==> src/rtl/rv32im_lsu.sv <==
`default_nettype none
// ============================================================================
// Module      : rv32im_lsu
// Description : Load/store unit in front of the Wishbone memory stage. It
//               places store bytes on their lanes, extends load data and
//               splits misaligned accesses into byte accesses.
// Revision    : 1.0 - initial release
// ============================================================================
module rv32im_lsu #(
    parameter int XLEN             = 32,
    parameter bit ALLOW_MISALIGNED = 1'b1
) (
    input  logic            clk_i,
    input  logic            rst_ni,
    input  logic            flush_i,
    input  logic            req_i,
    input  logic            write_i,
    input  logic [2:0]      funct3_i,
    input  logic [XLEN-1:0] addr_i,
    input  logic [XLEN-1:0] wdata_i,
    output logic            busy_o,
    output logic            done_o,
    output logic [XLEN-1:0] rdata_o,
    output logic            misaligned_o,
    output logic            err_o,
    output logic            mem_data_ready_o,
    output logic            mem_clear_o,
    output logic [XLEN-1:0] mem_addr_o,
    output logic [1:0]      mem_word_size_o,
    output logic            mem_write_o,
    output logic [XLEN-1:0] mem_data_o,
    input  logic [XLEN-1:0] mem_data_i,
    input  logic            mem_busy_i,
    input  logic            mem_err_i
);

    typedef enum logic [1:0] {
        S_IDLE  = 2'd0,
        S_ISSUE = 2'd1,
        S_ARMED = 2'd2,
        S_WAIT  = 2'd3
    } state_t;

    state_t          r_state, w_state;
    logic            r_write, w_write;
    logic [2:0]      r_funct3, w_funct3;
    logic [XLEN-1:0] r_addr, w_addr;
    logic [XLEN-1:0] r_wdata, w_wdata;
    logic [XLEN-1:0] r_buf, w_buf;
    logic            r_split, w_split;
    logic [1:0]      r_k, w_k;
    logic [1:0]      r_last_k, w_last_k;

    logic            w_done, w_err, w_mis, w_clear, w_ready, w_issue;
    logic [XLEN-1:0] w_rdata, w_mem_addr, w_mem_data, w_iss_addr;
    logic [1:0]      w_mem_size;
    logic            w_mem_write;

    logic            w_illegal, w_req_mis;
    logic [1:0]      w_cur_lane;
    logic [XLEN-1:0] w_lane, w_asm, w_ext;

    assign w_illegal = (funct3_i == 3'b011) || (funct3_i[2:1] == 2'b11) ||
                       (write_i && funct3_i[2]);
    assign w_req_mis = ((funct3_i[1:0] == 2'b01) && addr_i[0]) ||
                       ((funct3_i[1:0] == 2'b10) && (addr_i[1:0] != 2'b00));

    // Lane of the access now completing; r_k stays 0 for aligned accesses.
    assign w_cur_lane = r_addr[1:0] + r_k;
    assign w_lane     = mem_data_i >> {w_cur_lane, 3'b000};
    assign w_asm      = r_split ? (r_buf | (XLEN'(w_lane[7:0]) << {r_k, 3'b000}))
                                : w_lane;

    always_comb begin
        case (r_funct3)
            3'b000:  w_ext = {{(XLEN-8){w_asm[7]}}, w_asm[7:0]};
            3'b001:  w_ext = {{(XLEN-16){w_asm[15]}}, w_asm[15:0]};
            3'b100:  w_ext = {{(XLEN-8){1'b0}}, w_asm[7:0]};
            3'b101:  w_ext = {{(XLEN-16){1'b0}}, w_asm[15:0]};
            default: w_ext = w_asm;
        endcase
    end

    always_comb begin
        w_state     = r_state;
        w_write     = r_write;
        w_funct3    = r_funct3;
        w_addr      = r_addr;
        w_wdata     = r_wdata;
        w_buf       = r_buf;
        w_split     = r_split;
        w_k         = r_k;
        w_last_k    = r_last_k;
        w_done      = 1'b0;
        w_err       = 1'b0;
        w_mis       = 1'b0;
        w_clear     = 1'b0;
        w_ready     = 1'b0;
        w_issue     = 1'b0;
        w_rdata     = rdata_o;
        w_mem_addr  = mem_addr_o;
        w_mem_size  = mem_word_size_o;
        w_mem_write = mem_write_o;
        w_mem_data  = mem_data_o;

        case (r_state)
            S_IDLE: begin
                if (req_i) begin
                    if (w_illegal) begin
                        w_done = 1'b1;
                        w_err  = 1'b1;
                    end else if (w_req_mis && !ALLOW_MISALIGNED) begin
                        w_done = 1'b1;
                        w_mis  = 1'b1;
                    end else begin
                        w_write  = write_i;
                        w_funct3 = funct3_i;
                        w_addr   = addr_i;
                        w_wdata  = wdata_i;
                        w_split  = w_req_mis;
                        w_last_k = funct3_i[1] ? 2'd3 : 2'd1;
                        w_k      = 2'd0;
                        w_buf    = '0;
                        w_issue  = 1'b1;
                        w_state  = S_ISSUE;
                    end
                end
            end
            S_ISSUE: w_state = S_ARMED;
            S_ARMED: begin
                if (mem_busy_i) begin
                    w_state = S_WAIT;
                end
            end
            S_WAIT: begin
                if (!mem_busy_i) begin
                    if (mem_err_i) begin
                        w_done  = 1'b1;
                        w_err   = 1'b1;
                        w_clear = 1'b1;
                        w_state = S_IDLE;
                    end else begin
                        w_buf = w_asm;
                        if (r_split && (r_k != r_last_k)) begin
                            w_k     = r_k + 2'd1;
                            w_issue = 1'b1;
                            w_state = S_ISSUE;
                        end else begin
                            w_done  = 1'b1;
                            w_rdata = r_write ? '0 : w_ext;
                            w_state = S_IDLE;
                        end
                    end
                end
            end
            default: w_state = S_IDLE;
        endcase

        if (flush_i) begin
            w_state = S_IDLE;
            w_done  = 1'b0;
            w_err   = 1'b0;
            w_mis   = 1'b0;
            w_issue = 1'b0;
            w_rdata = rdata_o;
            w_clear = (r_state != S_IDLE);
        end

        // Drive the memory request from the values the access will carry.
        w_iss_addr = w_addr + XLEN'(w_k);
        if (w_issue) begin
            w_ready     = 1'b1;
            w_mem_write = w_write;
            if (w_split) begin
                w_mem_addr = w_iss_addr;
                w_mem_size = 2'b00;
                w_mem_data = XLEN'(w_wdata[{w_k, 3'b000} +: 8]) << {w_iss_addr[1:0], 3'b000};
            end else begin
                w_mem_addr = w_addr;
                w_mem_size = w_funct3[1:0];
                w_mem_data = w_wdata << {w_addr[1:0], 3'b000};
            end
        end
    end

    always_ff @(posedge clk_i or negedge rst_ni) begin
        if (!rst_ni) begin
            r_state          <= S_IDLE;
            r_write          <= 1'b0;
            r_funct3         <= 3'b000;
            r_addr           <= '0;
            r_wdata          <= '0;
            r_buf            <= '0;
            r_split          <= 1'b0;
            r_k              <= 2'd0;
            r_last_k         <= 2'd0;
            busy_o           <= 1'b0;
            done_o           <= 1'b0;
            rdata_o          <= '0;
            misaligned_o     <= 1'b0;
            err_o            <= 1'b0;
            mem_data_ready_o <= 1'b0;
            mem_clear_o      <= 1'b0;
            mem_addr_o       <= '0;
            mem_word_size_o  <= 2'b00;
            mem_write_o      <= 1'b0;
            mem_data_o       <= '0;
        end else begin
            r_state          <= w_state;
            r_write          <= w_write;
            r_funct3         <= w_funct3;
            r_addr           <= w_addr;
            r_wdata          <= w_wdata;
            r_buf            <= w_buf;
            r_split          <= w_split;
            r_k              <= w_k;
            r_last_k         <= w_last_k;
            busy_o           <= (w_state != S_IDLE);
            done_o           <= w_done;
            rdata_o          <= w_rdata;
            misaligned_o     <= w_mis;
            err_o            <= w_err;
            mem_data_ready_o <= w_ready;
            mem_clear_o      <= w_clear;
            mem_addr_o       <= w_mem_addr;
            mem_word_size_o  <= w_mem_size;
            mem_write_o      <= w_mem_write;
            mem_data_o       <= w_mem_data;
        end
    end

endmodule
`default_nettype wire

==> config.mk <==
export PLATFORM = sky130hd
export DESIGN_NAME = rv32im_lsu
export DESIGN_NICKNAME = d
export VERILOG_FILES = /design/src/rtl/rv32im_lsu.sv
export SDC_FILE = /design/constraint.sdc
export NUM_CORES = 1
export LEC_CHECK = 0
export CELL_PAD_IN_SITES_DETAIL_PLACEMENT = 0
export CELL_PAD_IN_SITES_GLOBAL_PLACEMENT = 1
export CORE_ASPECT_RATIO = 1.2
export CORE_MARGIN = 2
export CORE_UTILIZATION = 42
export CTS_BUF_LIST = sky130_fd_sc_hd__clkbuf_4
export CTS_CLUSTER_DIAMETER = 80
export CTS_CLUSTER_SIZE = 24
export DETAILED_ROUTE_END_ITERATION = 6
export PLACE_DENSITY_LB_ADDON = 0.08
export SLEW_MARGIN = 0
export SYNTH_ARGS = -nofsm -noshare
export SYNTH_HDL_FRONTEND = slang
export SYNTH_SLANG_ARGS = --single-unit
==> constraint.sdc <==
create_clock -name clk_i -period 4.6 [get_ports clk_i]
set_input_delay 0.92 -clock clk_i [delete_from_list [all_inputs] [get_ports clk_i]]
set_output_delay 0.92 -clock clk_i [all_outputs]
set_load 0.01 [all_outputs]
==> out/qor.txt, run 1 <==
STATUS
--------------------------------------------------------------------------------------------------------
Run status                                                                                  finished clean

WORST SETUP PATH
--------------------------------------------------------------------------------------------------------
Element type at the critical path start                                                        flip-flop
FF-to-FF Start                                                                              r_state[0]$_DFF_PN0_
Crit. path cell count                                                                                 12
Flop-to-flop setup slack                                                                         0.66 ns
Path type of the worst setup path                                                             reg -> reg
Reg2Reg Depth                                                                                         12
Worst path top cell family by delay                                                         simple AND/OR/NAND/NOR gates
Required time worst endpoint                                                                     5.19 ns
Slowest cell on the critical path                                                                 nor4_2
Sort of element at the end of the critical path                                                flip-flop
Data arrival at the endpoint of the critical path                                                4.54 ns
Cell-by-cell listing of the critical path                                                   inv_1, ha_1, nand2_1, a21oi_4, mux2i_2, inv_1, ha_1, fa_1, nand2b_1, nor4_2, a222oi_1, o21ai_1
Slowest Stage Delay on Critical Path                                                             0.74 ns
Highest fanout seen on the critical path                                                              11
Total buffers and inverters traversed by the critical path                                             2
Source of the critical timing path                                                          r_state[0]$_DFF_PN0_

POWER AND IR DROP
--------------------------------------------------------------------------------------------------------
Sw Pwr                                                                                          2.740 mW
Leakage power total                                                                             6.127 nW
Maximum VDD drop                                                                               0.2834 mV
Flop pwr share                                                                                     40.7%
Power density of the placed cells                                                           480.0 nW/um2
Share of power burned in combinational logic                                                       45.4%
Clock group share of total power                                                                   13.8%
Total power after layout                                                                        6.725 mW
Switch share                                                                                      40.74%
Cell-internal power                                                                             3.985 mW

FINISH
--------------------------------------------------------------------------------------------------------
Area of all placed cells without fillers                                                      14,010 um2
Sequential standard cell area                                                                   5280 um2
Number of fill cells                                                                               2,417
Layout Area Growth over Synthesis                                                                 23.68%
Fin util                                                                                          53.01%
Number of standard cells in the layout, taps in and fillers out                                    1,679
Fraction of layout cells with a size suffix above 1                                               7.079%
Total area of multi-input combinational cells                                                   5498 um2
Number of nets in the finished design                                                              1,449

TIMING
--------------------------------------------------------------------------------------------------------
Total setup violations reported at the end of the flow                                                 0
Worst clock skew                                                                              0.04478 ns
Worst hold slack across all endpoints                                                          0.3100 ns
Setup tns final                                                                                     0 ns
Fin. Hold Viols                                                                                        0
Max-slew violation count                                                                               0
Fin crit period                                                                                 3.943 ns
Unrepaired setup endpoints after global routing                                                    false
Transition at the pin with the smallest max-transition slack                                   0.9743 ns
Worst slew margin                                                                                 34.50%
Max frequency                                                                                 0.2536 GHz
Final Worst Setup Slack                                                                        0.6569 ns
Tcrit/Tclk final                                                                                  85.72%

DETAILED ROUTING
--------------------------------------------------------------------------------------------------------
Post-DR wirelength/cell                                                                         20.87 um
DRC errors left                                                                                        0
First-pass detailed-route iteration total                                                              6
Vias per Instance                                                                                  5.871
Total wirelength of the detailed-routed design                                                  35.05 mm
Vias                                                                                               9,858
Initial DRC count                                                                                    656
Number of nets still failing antenna checks after routing                                              0

PLACED DESIGN
--------------------------------------------------------------------------------------------------------
Placed instance count                                                                              1,654
IO buf count                                                                                         209
Worst slack, placed                                                                            0.1928 ns
Cell area after placement                                                                     13,770 um2
HPWL after detailed placement                                                                   24.95 mm
Routability Congestion                                                                            0.8409

FLOORPLANNING
--------------------------------------------------------------------------------------------------------
Die extent in x                                                                                 153.9 um
Die area                                                                                      28,310 um2
Initial core utilization                                                                          42.86%
Row count                                                                                             65
Number of placed I/O pins                                                                            211
Die Y-Extent                                                                                    183.9 um
Standard cell core area                                                                       26,430 um2

RUN
--------------------------------------------------------------------------------------------------------
Max-capacitance violation count                                                                        0

CLOCK NETWORK
--------------------------------------------------------------------------------------------------------
Buffers from clock root to sink, at most                                                               3
Quantity of hold-fixing buffers added after cts                                                        0
Root Buffer                                                                                     clkbuf_4
Clk Latency, worst-skew pair                                                                     0.67 ns
Clk sink count                                                                                       211
Number of setup buffers added after CTS                                                                0
Post-CTS clock slew at the launch and capture registers of the worst setup and hold paths        0.23 ns
Count of cells resized by post-cts repair                                                              0
Number of H-tree levels                                                                                1
CTS Buf Count                                                                                         14
Clock tree from TritonCTS                                                                            yes

SYNTH
--------------------------------------------------------------------------------------------------------
Number of enable-type register cells in the synthesized netlist                                        0
Syn. warnings                                                                                          0
Syn_nets                                                                                           1,257
Gate Count Post-Synth                                                                              1,143
Top cells by area, synth                                                                    dfrtp_1 47%, mux2i_1 9.0%, nand2_1 6.3%
Flip-flop and latch count after synthesis                                                            211
Distinct cells, synth                                                                                 84
Proportion of synthesized flip-flops having asynchronous set or reset                             100.0%
Mapped cell area                                                                              11,330 um2
Per-instance average area after synthesis                                                      9.911 um2
Leading register cell type out of synthesis                                                      dfrtp_1
Library cell occupying the most area in the post-synthesis netlist                               dfrtp_1
Post-synthesis sequential area ratio                                                              46.61%
Top cell type's share of synthesized area                                                         46.61%

GRT
--------------------------------------------------------------------------------------------------------
Met3 routing resource usage after global routing                                                  2.876%
Total Routing Usage GR                                                                            24.18%
First-pass GRT wire length                                                                      54.23 mm
GRT busiest layer                                                                                   met2
GR Layer Usage met1                                                                               32.19%
Vias in the first global route                                                                     9,536
Initial antenna violation count                                                                        2
Maximum number of pins on one net before global-route repair                                         106
M2 GR Usage                                                                                       41.53%
Total congestion overflow after global routing                                                         0

HOLD PATH
--------------------------------------------------------------------------------------------------------
Tightest Hold Check Type                                                                     in -> async

==> routing by layer <==
metal / wire length, um / vias up / share of wire, %
li1: - / 4600 / -
met1: 14960 / 4907 / 43
met2: 17330 / 307 / 49
met3: 1807 / 42 / 5.2
met4: 935 / 2 / 2.7
met5: 13 / - / 0.037
==> final timing paths <==
check | endpoint
max reg2reg | mem_data_o[9]$_DFFE_PN0P_
min reg2reg | mem_word_size_o[0]$_DFFE_PN0P_
max in group asynchronous | mem_data_o[26]$_DFFE_PN0P_
min in group clk_i | mem_word_size_o[0]$_DFFE_PN0P_
min | rdata_o[18]$_DFFE_PN0P_
max | mem_data_o[9]$_DFFE_PN0P_
==> cell type report <==
class,count,area share (%)
repair buffers,239,16.65
multi-input cells,805,39.24
diodes,2,0.03572
well taps,335,2.992
flip-flops and latches,211,37.69
inverters,64,1.732
clock buffers,15,0.8037
clock inverters,8,0.8573
==> layout by cell type (no fill, tap or decap), types with 4 or more instances in the layout <==
cell,count
xnor2_1,13
nand2b_1,5
nor2_1,30
a221o_1,8
a221oi_1,17
nor2b_1,9
buf_4,29
a311oi_1,10
and3_1,10
nor3_1,14
a211oi_1,14
a222oi_1,16
o21ai_1,18
dfrtp_1,211
a22o_1,32
ha_1,7
a21oi_1,58
a22oi_1,36
nand3_1,18
o21ai_0,51
or2_2,4
inv_1,62
mux2_2,7
nand4_1,9
o31ai_1,11
nand2_1,189
o211ai_1,27
nor4_1,6
clkbuf_4,15
mux2i_1,101
a2111oi_0,6
clkdlybuf4s50_1,208
a31oi_1,16
==> state kept, by name (all words and copies together), names as in the netlist, 2 cells and up <==
signal,cells
mem_addr_o,32
mem_data_o,32
r_addr,32
r_buf,32
r_wdata,32
rdata_o,32
r_funct3,3
mem_word_size_o,2
r_k,2
r_last_k,2
r_state,2
==> kinds of logic after synthesis <==
kind of cell,synth area share (%)
compound gates,21.68
simple gates,14.07
flops,46.61
buf+inv,5.058
mux,10.03
xor+xnor,1.568
fa+ha+maj,0.9498
other cells,0.03310
==> Yosys cell counts, types with 17 or more instances <==
library cell,number
dfrtp_1,211
nand2_1,189
mux2i_1,102
inv_1,62
a21oi_1,58
o21ai_0,51
a22oi_1,36
a22o_1,32
nor2_1,30
o211ai_1,27
clkbuf_1,24
buf_2,21
o21ai_1,19
nand3_1,18
a221oi_1,17
==> power groups by stage <==
stage	logic, mW	registers [mW]	clock network [mW]
CTS	3.06	2.74	0.966
floorplan	1.69	2.79	0
global placement	3.02	2.78	0
finish	3.06	2.74	0.931
global route	3.32	2.80	1.03
detailed placement	3.05	2.77	0
No activity file was read; power rests on OpenSTA's default activity.
==> run 2, diff against run 1 <==
- SLEW_MARGIN: 0 -> 15
- TNS_END_PERCENT: unset -> 50
==> results of run 2 <==
Final layout, timing and power as in run 1 (identical DEF).
==> run 3, diff against run 2 <==
- ABC_CLOCK_PERIOD_IN_PS: unset -> 4600
- GPL_ROUTABILITY_DRIVEN: unset -> 0
==> results of run 3 <==
Final layout, timing and power as in run 1 (identical DEF).
